--- config.mk ---
export PLATFORM = sky130hd
export DESIGN_NAME = per_bus_master
export DESIGN_NICKNAME = d
export VERILOG_FILES = /design/src/rtl/per_bus_master.sv
export SDC_FILE = /design/constraint.sdc
export NUM_CORES = 1
export LEC_CHECK = 0
export ABC_CLOCK_PERIOD_IN_PS = 3100
export CAP_MARGIN = 20
export CORE_MARGIN = 4
export CORE_UTILIZATION = 35
export CTS_CLUSTER_SIZE = 14
export DETAILED_ROUTE_END_ITERATION = 6
export GPL_TIMING_DRIVEN = 0
export PLACE_DENSITY = 0.67
export SETUP_SLACK_MARGIN = 0.4
export SYNTH_ARGS = -nofsm -noshare
export SYNTH_HDL_FRONTEND = slang
export SYNTH_SLANG_ARGS = --single-unit
--- constraint.sdc ---
create_clock -name i_clk -period 3.1 [get_ports i_clk]
set_clock_uncertainty 0.05 [all_clocks]
set_input_delay 0.62 -clock i_clk [delete_from_list [all_inputs] [get_ports i_clk]]
set_output_delay 0.62 -clock i_clk [all_outputs]
set_load 0.01 [all_outputs]
--- src/rtl/per_bus_master.sv ---
// per_bus_master
//
// Host-driven initiator for the BIP peripheral bus. Command frames arrive as
// bytes from a UART receiver. Each frame runs one single-word read or write
// cycle on the peripheral bus, and the response bytes go back out through a
// UART transmitter byte interface.
//
//   Write frame: 0x57, ADDR_H, ADDR_L, DATA_H, DATA_L  -> response 0x06
//   Read frame : 0x52, ADDR_H, ADDR_L                  -> response DATA_H, DATA_L
//   Any other first byte                              -> response 0x15
//
// Handshake semantics
//   i_rx_valid is a one-cycle pulse that qualifies i_rx_data. A byte is
//   consumed only in IDLE or in a byte-collection state. Pulses in any other
//   state are dropped. o_tx_start is a one-cycle pulse that qualifies
//   o_tx_data. A start is issued only when i_tx_busy is low. i_tx_busy is
//   ignored for the cycle after a start, because the transmitter raises it one
//   cycle late. A byte counts as handed off once i_tx_busy reads low again.
//
// Ports
//   i_clk, i_rst      clock; synchronous active-low reset
//   i_rx_data/valid   received byte stream
//   o_tx_data/start   transmit byte stream; i_tx_busy is transmitter back-pressure
//   o_addr_bus_per    bus address (registered; held until the next access)
//   o_cs_perif        one-cycle chip-select per access
//   o_w_r_per         1 = write, 0 = read; qualified by o_cs_perif
//   o_data_per        write data (registered; held until the next write)
//   o_data_oe         write-data bus enable; high only in the write cycle
//   i_data_per        read data; sampled one cycle after the read chip-select
//   o_cpu_hold        high from the first accepted command byte until IDLE
//   o_dbg_state       current FSM state (0 = IDLE)
//
// Optional feature
//   PER_BUS_MASTER_TIMEOUT_EN: when defined, an inter-byte timer aborts a
//   partially received frame after TIMEOUT_CYCLES clocks without a byte. The
//   block then returns silently to IDLE, with no bus cycle and no response.
module per_bus_master #(
  parameter int DATA_WIDTH     = 16,
  parameter int ADDR_BUS_WIDTH = 10,
  parameter int TIMEOUT_CYCLES = 1000000
) (
  input  logic                      i_clk,
  input  logic                      i_rst,
  input  logic [7:0]                i_rx_data,
  input  logic                      i_rx_valid,
  output logic [7:0]                o_tx_data,
  output logic                      o_tx_start,
  input  logic                      i_tx_busy,
  output logic [ADDR_BUS_WIDTH-1:0] o_addr_bus_per,
  output logic                      o_cs_perif,
  output logic                      o_w_r_per,
  output logic [DATA_WIDTH-1:0]     o_data_per,
  output logic                      o_data_oe,
  input  logic [DATA_WIDTH-1:0]     i_data_per,
  output logic                      o_cpu_hold,
  output logic [3:0]                o_dbg_state
);

  localparam logic [7:0] CMD_WR  = 8'h57;
  localparam logic [7:0] CMD_RD  = 8'h52;
  localparam logic [7:0] RSP_ACK = 8'h06;
  localparam logic [7:0] RSP_NAK = 8'h15;

  typedef enum logic [3:0] {
    ST_IDLE   = 4'd0,
    ST_A_H    = 4'd1,
    ST_A_L    = 4'd2,
    ST_D_H    = 4'd3,
    ST_D_L    = 4'd4,
    ST_BUS_WR = 4'd5,
    ST_BUS_RD = 4'd6,
    ST_RD_CAP = 4'd7,
    ST_TX_ACK = 4'd8,
    ST_TX_H   = 4'd9,
    ST_TX_L   = 4'd10,
    ST_NAK    = 4'd11
  } state_t;

  // Sub-phase of a transmit state:
  //   SEND: the byte is still owed.
  //   SKIP: the start was just issued, so i_tx_busy is not yet meaningful.
  //   WAIT: waiting for the transmitter to go idle again.
  typedef enum logic [1:0] {
    PH_SEND = 2'd0,
    PH_SKIP = 2'd1,
    PH_WAIT = 2'd2
  } tx_ph_t;

  state_t state, state_n;
  tx_ph_t tx_ph, ph_n;

  logic                  is_wr;
  logic [7:0]            addr_hi;
  logic [7:0]            addr_lo;
  logic [7:0]            data_hi;
  logic [DATA_WIDTH-1:0] rd_data;

  logic       fire;
  logic [7:0] tx_byte;
  logic [7:0] cur_byte;
  logic       go_wr;
  logic       go_rd;
  logic       to_expired;
  logic [15:0] addr_next;

  // For a read, ADDR_L is the byte arriving right now. For a write, the
  // address was completed two bytes earlier.
  assign addr_next = go_rd ? {addr_hi, i_rx_data} : {addr_hi, addr_lo};

  // Address bits above ADDR_BUS_WIDTH are intentionally discarded.
  logic unused_addr_bits;
  assign unused_addr_bits = &{1'b0, addr_next};

  assign o_dbg_state = state;

  // The byte owed by the current transmit state.
  assign cur_byte = (state == ST_NAK)    ? RSP_NAK :
                    (state == ST_TX_ACK) ? RSP_ACK :
                    (state == ST_TX_H)   ? rd_data[15:8] :
                                           rd_data[7:0];

`ifdef PER_BUS_MASTER_TIMEOUT_EN
  logic [31:0] to_cnt;
  logic        collecting;

  assign collecting = (state == ST_A_H) || (state == ST_A_L) ||
                      (state == ST_D_H) || (state == ST_D_L);
  // A byte that arrives in the expiry cycle still wins.
  assign to_expired = collecting && !i_rx_valid &&
                      (to_cnt == 32'(TIMEOUT_CYCLES - 1));

  always_ff @(posedge i_clk) begin
    if (!i_rst || i_rx_valid || !collecting) begin
      to_cnt <= 32'd0;
    end else begin
      to_cnt <= to_cnt + 32'd1;
    end
  end
`else
  localparam int unused_timeout_cycles = TIMEOUT_CYCLES;
  assign to_expired = 1'b0;
`endif

  // Next-state and strobe decisions
  always_comb begin
    state_n = state;
    ph_n    = tx_ph;
    fire    = 1'b0;
    tx_byte = o_tx_data;
    go_wr   = 1'b0;
    go_rd   = 1'b0;

    case (state)
      ST_IDLE: begin
        if (i_rx_valid) begin
          state_n = (i_rx_data == CMD_WR || i_rx_data == CMD_RD) ? ST_A_H : ST_NAK;
          ph_n    = PH_SEND;
        end
      end
      ST_A_H: begin
        if (i_rx_valid) state_n = ST_A_L;
      end
      ST_A_L: begin
        if (i_rx_valid) begin
          if (is_wr) begin
            state_n = ST_D_H;
          end else begin
            state_n = ST_BUS_RD;
            go_rd   = 1'b1;
          end
        end
      end
      ST_D_H: begin
        if (i_rx_valid) state_n = ST_D_L;
      end
      ST_D_L: begin
        if (i_rx_valid) begin
          state_n = ST_BUS_WR;
          go_wr   = 1'b1;
        end
      end
      // The first response byte is issued on the way into the transmit state.
      // This lets the start appear on the first cycle of that state.
      ST_BUS_WR: begin
        state_n = ST_TX_ACK;
        ph_n    = PH_SEND;
        if (!i_tx_busy) begin
          fire    = 1'b1;
          tx_byte = RSP_ACK;
          ph_n    = PH_SKIP;
        end
      end
      ST_BUS_RD: begin
        state_n = ST_RD_CAP;
      end
      ST_RD_CAP: begin
        state_n = ST_TX_H;
        ph_n    = PH_SEND;
        if (!i_tx_busy) begin
          fire    = 1'b1;
          tx_byte = i_data_per[15:8];
          ph_n    = PH_SKIP;
        end
      end
      ST_TX_ACK, ST_TX_H, ST_TX_L, ST_NAK: begin
        case (tx_ph)
          PH_SEND: begin
            if (!i_tx_busy) begin
              fire    = 1'b1;
              tx_byte = cur_byte;
              ph_n    = PH_SKIP;
            end
          end
          PH_SKIP: begin
            ph_n = PH_WAIT;
          end
          default: begin
            if (!i_tx_busy) begin
              if (state == ST_TX_H) begin
                state_n = ST_TX_L;
                fire    = 1'b1;
                tx_byte = rd_data[7:0];
                ph_n    = PH_SKIP;
              end else begin
                state_n = ST_IDLE;
                ph_n    = PH_SEND;
              end
            end
          end
        endcase
      end
      default: begin
        state_n = ST_IDLE;
        ph_n    = PH_SEND;
      end
    endcase

    if (to_expired) begin
      state_n = ST_IDLE;
      ph_n    = PH_SEND;
    end
  end

  // State, frame registers and registered outputs
  always_ff @(posedge i_clk) begin
    if (!i_rst) begin
      state          <= ST_IDLE;
      tx_ph          <= PH_SEND;
      is_wr          <= 1'b0;
      addr_hi        <= 8'h00;
      addr_lo        <= 8'h00;
      data_hi        <= 8'h00;
      rd_data        <= '0;
      o_tx_data      <= 8'h00;
      o_tx_start     <= 1'b0;
      o_addr_bus_per <= '0;
      o_cs_perif     <= 1'b0;
      o_w_r_per      <= 1'b0;
      o_data_per     <= '0;
      o_data_oe      <= 1'b0;
      o_cpu_hold     <= 1'b0;
    end else begin
      state      <= state_n;
      tx_ph      <= ph_n;
      o_tx_start <= fire;
      if (fire) o_tx_data <= tx_byte;

      o_cs_perif <= go_wr | go_rd;
      o_w_r_per  <= go_wr;
      o_data_oe  <= go_wr;
      if (go_wr || go_rd) o_addr_bus_per <= addr_next[ADDR_BUS_WIDTH-1:0];
      if (go_wr) o_data_per <= {data_hi, i_rx_data};

      // Falls on the cycle IDLE is entered and rises the cycle after the
      // first byte is taken.
      o_cpu_hold <= (state_n != ST_IDLE);

      if (state == ST_IDLE && i_rx_valid) is_wr   <= (i_rx_data == CMD_WR);
      if (state == ST_A_H  && i_rx_valid) addr_hi <= i_rx_data;
      if (state == ST_A_L  && i_rx_valid) addr_lo <= i_rx_data;
      if (state == ST_D_H  && i_rx_valid) data_hi <= i_rx_data;
      if (state == ST_RD_CAP)             rd_data <= i_data_per;
    end
  end

endmodule
Word-level counts from Yosys, hierarchy flattened. Cells that the tools add are included.

Bits of input ports: 28. Output and inout port bits: 43. Register bits: 79. Word-level logic and storage cells: 93.

Equality and inequality tests: 22. Reductions and logical operators: 16. Mux-type cells: 39. Bitwise gates (word level): 2.

Operators with widths (number): 2-to-1 mux 8 bit (9); 2-to-1 mux 4 bit (9); one-hot mux 4 bit (9 select lines) (1); one-hot mux 8 bit (3 select lines) (1); equality test 4 x 3 -> 1 bit (second input constant) (4); equality test 4 bit (second input constant) (4); equality test 8 x 7 -> 1 bit (second input constant) (2); one-hot mux 8 bit (2 select lines) (1); 2-to-1 mux 1 bit (10); inequality test 2 bit (second input constant) (5); inequality test 3 bit (second input constant) (3); equality test 4 x 2 -> 1 bit (second input constant) (2); one-hot mux 2 bit (4 select lines) (1); AND reduction 7 bit (1); 2-to-1 mux 2 bit (3); OR reduction 5 bit (1); equality test 4 x 1 -> 1 bit (second input constant) (1); logical AND 1 bit (4); logical NOT 4 bit (1); one-hot mux 1 bit (2 select lines) (2); one-hot mux 2 bit (2 select lines) (1); AND reduction 4 bit (1); nonzero test 4 bit (1); OR reduction 2 bit (2); other kinds (8) (9).

Longest topological paths before layout. Gate-level depths: netlist of the first run.

Depth after elaboration: 7. Depth in mapped cells: 7. Mapped depth without buffers: 4.

Least setup slack after synthesis of the first run. Ideal clock, no wire load.

Path kind: in2reg. Start: input i_rx_valid. End: register o_addr_bus_per[8]. Data required time: 2983 ps. Path slack: 1139 ps. Cell stages on the path: 5. Data arrival time: 1844 ps. Cell sequence: or3b_4 > or3b_4 > buf_6 > a21bo_1 > a21oi_2.

Longest elaborated chain between the ends: 3. Elaborated cells on any way between the ends: 5.

Ends and longest elaborated chain: start, declared (line 45) `input logic i_rx_valid,`; 2-to-1 mux 1 bit (on tied branches) (line 177, 164); 2-to-1 mux 1 bit (line 153) `case (state)`; logical OR 1 bit (*) (line 271) `if (go_wr || go_rd) o_addr_bus_per <= addr_next[ADDR_BUS_WIDTH-1:0];`; end signal, assigned (line 271); end, declared (line 49) `output logic [ADDR_BUS_WIDTH-1:0] o_addr_bus_per,`.

Every way passes the cells marked *; elsewhere a longest branch is shown, timed or not. A chain may end at the register's enable or synchronous reset.

Worst setup path after layout of the first run.
Start: input i_rx_valid. End: register o_addr_bus_per[2].

Longest elaborated chain between the ends: 3. Elaborated cells on any way between the ends: 6.

Ends and longest elaborated chain (line): 2-to-1 mux 1 bit (on tied branches) (164, 177); 2-to-1 mux 1 bit (153); 2-to-1 mux 8 bit / logical OR 1 bit (equally long branches) (108, 271).

Several ways; a longest one is shown, not always the timed one.

==> metrics, run 1 <==
status completed; gr usage total 0.1703; core area between 9000 and 10000 um^2; CTS H-tree depth 3; vias per cell slightly above 5; Die Width 105.6 um; setup tns final 0 ps; number of fillers in the final layout ~900; Period minus WS final 2467 ps; WS Path Type in -> reg; Worst Max-Slew Pin Slew ~600 ps; Mapped Area between 3000 and 4000 um^2; Layout Utilization 0.4758; Slew HR 0.5910; clk sinks between 70 and 80; Max Cap Viol 0; Area growth syn-to-layout 31.81%; Mapped Nets 435; clk buf depth 2; Seq/Total Area, Yosys 0.4741; antenna violations before repair 0; number of enable flip-flop cells after synthesis 0; Tcrit/Tclk final 0.7958; die span in y around 110 um; GRT overflow 0; Peak Freq approximately 410 MHz; Rows 35; Async S/R FF share, synth 0; Vias 3185; PortBufs around 70; ant diodes 0; final wirelength approximately 9400 um; startpoint type of the worst setup path primary input; Final ANT Viol Nets 0; storage element area roughly 1600 um^2; starting density of the core 0.3610; DP Cell Count 604; first-pass GRT wire length 15190 um; Post-CTS Setup Inserts 0; post_cts resized 0; Multi-input gate area around 1600 um^2; # hold bufs at CTS 0; final setup violation count 0; number of global-route vias before repair a little over 3000; TritonCTS buffer count 9; Post-Synthesis Cells 407; CP max FO 10; CTS tree yes; number of DRC markers in iteration 0 180; gp weighted congestion 0.8338; I/O pin cnt 71; Seq cells post-synth 79; RSZ-0062 raised after global routing false; WP data required 3310 ps; Die Area roughly 11000 um^2; Root Buffer clkbuf_8; total power 2.710 mW; DR pass1 iterations 5; post-route cell area roughly 4400 um^2; # nets final between 500 and 600; Clock Latency Late Sink roughly 350 ps; max-slew violations 0; clock slew at reported path FFs about 80 ps; Placed Area 4178 um^2; final hold vios 0; share of cells above drive strength 1 0.06939; Hold WC Path Type reg -> reg; Finished Layout Cells just over 600; drt wl/cell about 15 um; number of distinct library cells after synthesis 50; Mean Syn Cell Area between 8 and 9 um^2; DPL Wire Length 6627 um; largest net degree at the start of global routing 14; WP data arrival ~2700 ps; Synth Warn # 0; crit path capture type flop; peak supply drop 0.2167 mV; top_reg_cell synth dfxtp_1; power per cell area 616.4 nW/um^2; static leakage around 1.5 nW; drt drc 0
-- sequential cells by signal, summed over array words and instances, names as in the netlist, 2 cells and up --
signal and cells:
data_hi 8, tx_ph 2, addr_hi 2, addr_lo 8, o_data_per 16, rd_data 16
o_dbg_state 4, o_tx_data 8, o_addr_bus_per 10
-- critical path: stages --
cell	delay, ps
clkdlybuf4s50_1	610
or3b_4	460
nor3b_4	340
buf_2	310
nand2_1	80
a311oi_1	260
-- cell usage in the layout, fill, tap and decap left out, types with 2 or more instances in the layout --
master,instances
o21ai_0,8
inv_1,3
o21bai_1,2
a21oi_2,2
a21oi_1,59
a21o_1,4
dfxtp_1,79
nor3b_1,2
o311a_1,4
bufinv_16,2
and3_1,3
nand3_1,17
buf_2,6
mux2i_1,9
clkbuf_8,10
clkdlybuf4s50_1,68
or3b_4,2
a311oi_1,13
or3_1,3
nand3b_1,2
nor2b_1,5
nand2_1,99
a21bo_1,2
o2bb2ai_1,2
clkbuf_1,25
nand2b_1,3
and2_1,5
nor2_1,23
-- through the flow --
step,hold slack [ps],setup slack (ps)
2_1_floorplan,381.2,1139
3_3_place_gp,390.1,334.2
3_5_place_dp,396.5,283.5
4_1_cts,400.0,647.1
5_1_grt,427.9,500.7
6_report,405.4,633.0
-- per-layer routing --
metal / up-vias / GRT usage / share of wire
met3: 13 / 0.03246 / 0.048
met5: - / 0 / 0
met1: 1508 / 0.2218 / 0.45
met2: 94 / 0.2778 / 0.49
met4: 0 / 0.06846 / 0.015
li1: 1570 / - / -
-- cells in the mapped netlist, drive strengths merged (5+ instances only) --
cell    number  area share
o21ai        8       0.012
clkbuf      25       0.028
dfxtp       79        0.47
nor2b        5      0.0094
a311oi      13       0.034
buf          8       0.015
nand3       17       0.026
and2         5      0.0094
a21oi       61       0.094
mux2i        9       0.027
nand2       99        0.11
nor2        23       0.026
-- path summary, 6_finish.rpt --
path	from	end	slack [ps]	cells past startpoint
max	i_rx_valid	o_addr_bus_per[2]	630	6
min	data_hi[0]	o_data_per[8]	410	2
max reg2reg	o_dbg_state[0]	rd_data[4]	920	6
min reg2reg	data_hi[0]	o_data_per[8]	410	2
-- power breakdown --
group	total, mW	leakage, nW	switching, mW	internal (mW)
Clock	0.846	0.109	0.374	0.472
Sequential	1.15	0.639	0.0590	1.10
Combinational	0.709	0.726	0.392	0.316
-- cells by family (layout without fill, tap and decap cells) --
logic type,count (synthesis),in the layout,synth area share
compound gates,106,106,0.2029
buf+inv,38,121,0.04839
xor+xnor,1,1,0.002626
simple gates,173,173,0.2416
flops,79,79,0.4741
mux,10,10,0.03038
-- cell type report --
| type | count | share of cell area |
|---|---|---|
| timing repair buffer | 68 | 0.1548 |
| buffer | 33 | 0.03244 |
| clock buffer | 10 | 0.03130 |
| inverter | 5 | 0.004269 |
| tap | 129 | 0.03671 |
| multi-input combinational | 290 | 0.3623 |
| sequential | 79 | 0.3597 |
| clock inverter | 5 | 0.01850 |
Note: power is estimated with default switching activity, not from simulation.
==> run 2: changes to the inputs <==
ABC_CLOCK_PERIOD_IN_PS = 2100   (was 3100)
PLACE_DENSITY = 0.69   (was 0.67)
clock period = 2.1 ns   (was 3.1 ns; I/O delays follow)
==> run 2 against run 1 <==
  * Worst setup slack worse by 350 ps
  * Sequential power up 49%
  * Register-to-register slack worse by 640 ps
==> metrics, run 2 (synthesized netlist as in run 1, its figures left out) <==
status completed; CTS tree yes; static leakage 1.860 nW; CP max stage delay 460 ps; core area between 9000 and 10000 um^2; Clk pwr share 0.263; Comb power frac 0.306; Largest regs o_data_per (16), rd_data (16), o_addr_bus_per (10); number of DRC markers in iteration 0 between 200 and 250; vias per cell roughly 5.1; commonest non-fill, non-tap cell in the layout nand2_1; number of global-route vias before repair between 3000 and 4000; Die Width ~110 um; Vias 3210; power per cell area 856.7 nW/um^2; Net Sw Frac 0.3381; TritonCTS buffer count 9; DPL Wire Length between 6000 and 7000 um; gp weighted congestion between 0.8 and 0.9; peak supply drop 0.3958 mV; CTS H-tree depth 3; DR pass1 iterations 4; gr usage total 0.1732; Internal approximately 2.6 mW; WS Path Type reg -> reg; Peak Freq about 550 MHz; first-pass GRT wire length roughly 15000 um; total power between 3 and 4 mW; worst path cell trace or3b_4 > or3b_4 > buf_6 > a21bo_1 > a21oi_2; WP data arrival between 2000 and 2500 ps; setup tns final 0 ps; most frequent cells in the layout nand2_1 (91), dfxtp_1 (75), a21oi_1 (58); Slew HR 0.5179; Seq pwr share 0.430; Area growth syn-to-layout 39.27%; DP Cell Count 604; Die Area approximately 11000 um^2; clock slew at reported path FFs around 90 ps; Tcrit/Tclk final 0.8647; ant diodes 0; Placed Area between 4000 and 5000 um^2; storage element area 1589 um^2; starting density of the core 0.3610; Buf/Inv on CP 1; final hold vios 0; antenna violations before repair 0; clk sinks 79; max-slew violations 0; startpoint type of the worst setup path flop; Critical Path Slowest Stage Cell or3b_4; Max Cap Viol 0; CP top delay family simple AND/OR/NAND/NOR gates; GRT overflow 0; WP data required between 2000 and 2500 ps; cell repeated most along the worst path or3b_4; Multi-input gate area 1713 um^2; Worst R2R Setup Slack 280 ps; I/O pin cnt 71; number of fillers in the final layout between 900 and 1000; die span in y 105.6 um; Hold WC Path Type in -> reg; clk buf depth 2; RSZ-0062 raised after global routing true; Period minus WS final 1816 ps; hold_ws about 380 ps; Root Buffer clkbuf_8; Final ANT Viol Nets 0; # nets final roughly 530; crit path capture type flop; Layout Utilization 0.5028; drt wl/cell 15.45 um; largest net degree at the start of global routing 16; drt drc 0; share of cells above drive strength 1 0.1806; Worst Max-Slew Pin Slew 723.2 ps; post-route cell area 4646 um^2; Finished Layout Cells 633; CP max FO 6; Clock Latency Late Sink 360 ps; final setup violation count 0; PortBufs 68; Final WS setup ~280 ps; switching power total between 1 and 1.5 mW; final wirelength 9777 um; Rows 35; pre-CTS WS -476.7 ps
==> run 2: cell count changes in the layout (fill, tap and decap cells not counted), sizes merged <==
cell / previous run / this run
buf: 8 / 24
bufinv: 2 / 0
clkbuf: 35 / 32
clkdlybuf4s50: 68 / 21
clkinv: 2 / 3
clkinvlp: 1 / 2
dlygate4sd2: 0 / 41
dlymetal6s2s: 0 / 5
inv: 5 / 7
==> run 2: metal layers <==
layer,part of all wire,global-route usage
met2,0.47,0.2946
met4,0.014,0.06013
met1,0.45,0.2135
met5,0,0
met3,0.067,0.04225
==> run 2: layout make-up <==
cell class,instances,area share
multi-input combinational,290,0.3687
sequential,79,0.3420
timing repair buffer,81,0.1597
buffer,33,0.05252
tap,129,0.03474
clock buffer,9,0.02666
clock inverter,7,0.01158
inverter,5,0.004040
==> run 2: timing repair <==
| action | in CTS | in global routing |
|---|---|---|
| hold buffers | 0 | 0 |
| pin swaps | 16 | 11 |
| gates cloned | 1 | 0 |
| setup endpoints to repair | 116 | 72 |
| gates resized for setup | 90 | 30 |
| buffers inserted | 8 | 4 |
==> run 2: final timing paths <==
check | to | start | cells past startpoint
setup reg to reg | o_addr_bus_per[9] | o_dbg_state[1] | 5
setup / recovery | o_addr_bus_per[9] | o_dbg_state[1] | 5
hold reg to reg | o_data_per[3] | o_data_per[3] | 2
hold / removal | o_data_per[4] | i_rx_data[4] | 3
==> run 2: worst reg2reg max path, cell delays in order, from the launching register on <==
cell and delay [ps]:
dfxtp_4 370, or3b_4 420, or3b_4 470, buf_6 160
a21bo_1 180, a21oi_2 120
==> run 2: power by group through the flow <==
| stage | combinational, mW | clock [mW] | sequential (mW) |
|---|---|---|---|
| global placement | 1.03 | 0 | 1.74 |
| detailed placement | 1.04 | 0 | 1.74 |
| floorplan | 0.586 | 0 | 1.76 |
| global route | 1.31 | 1.13 | 1.73 |
| finish | 1.22 | 1.05 | 1.71 |
| CTS | 1.12 | 1.07 | 1.71 |
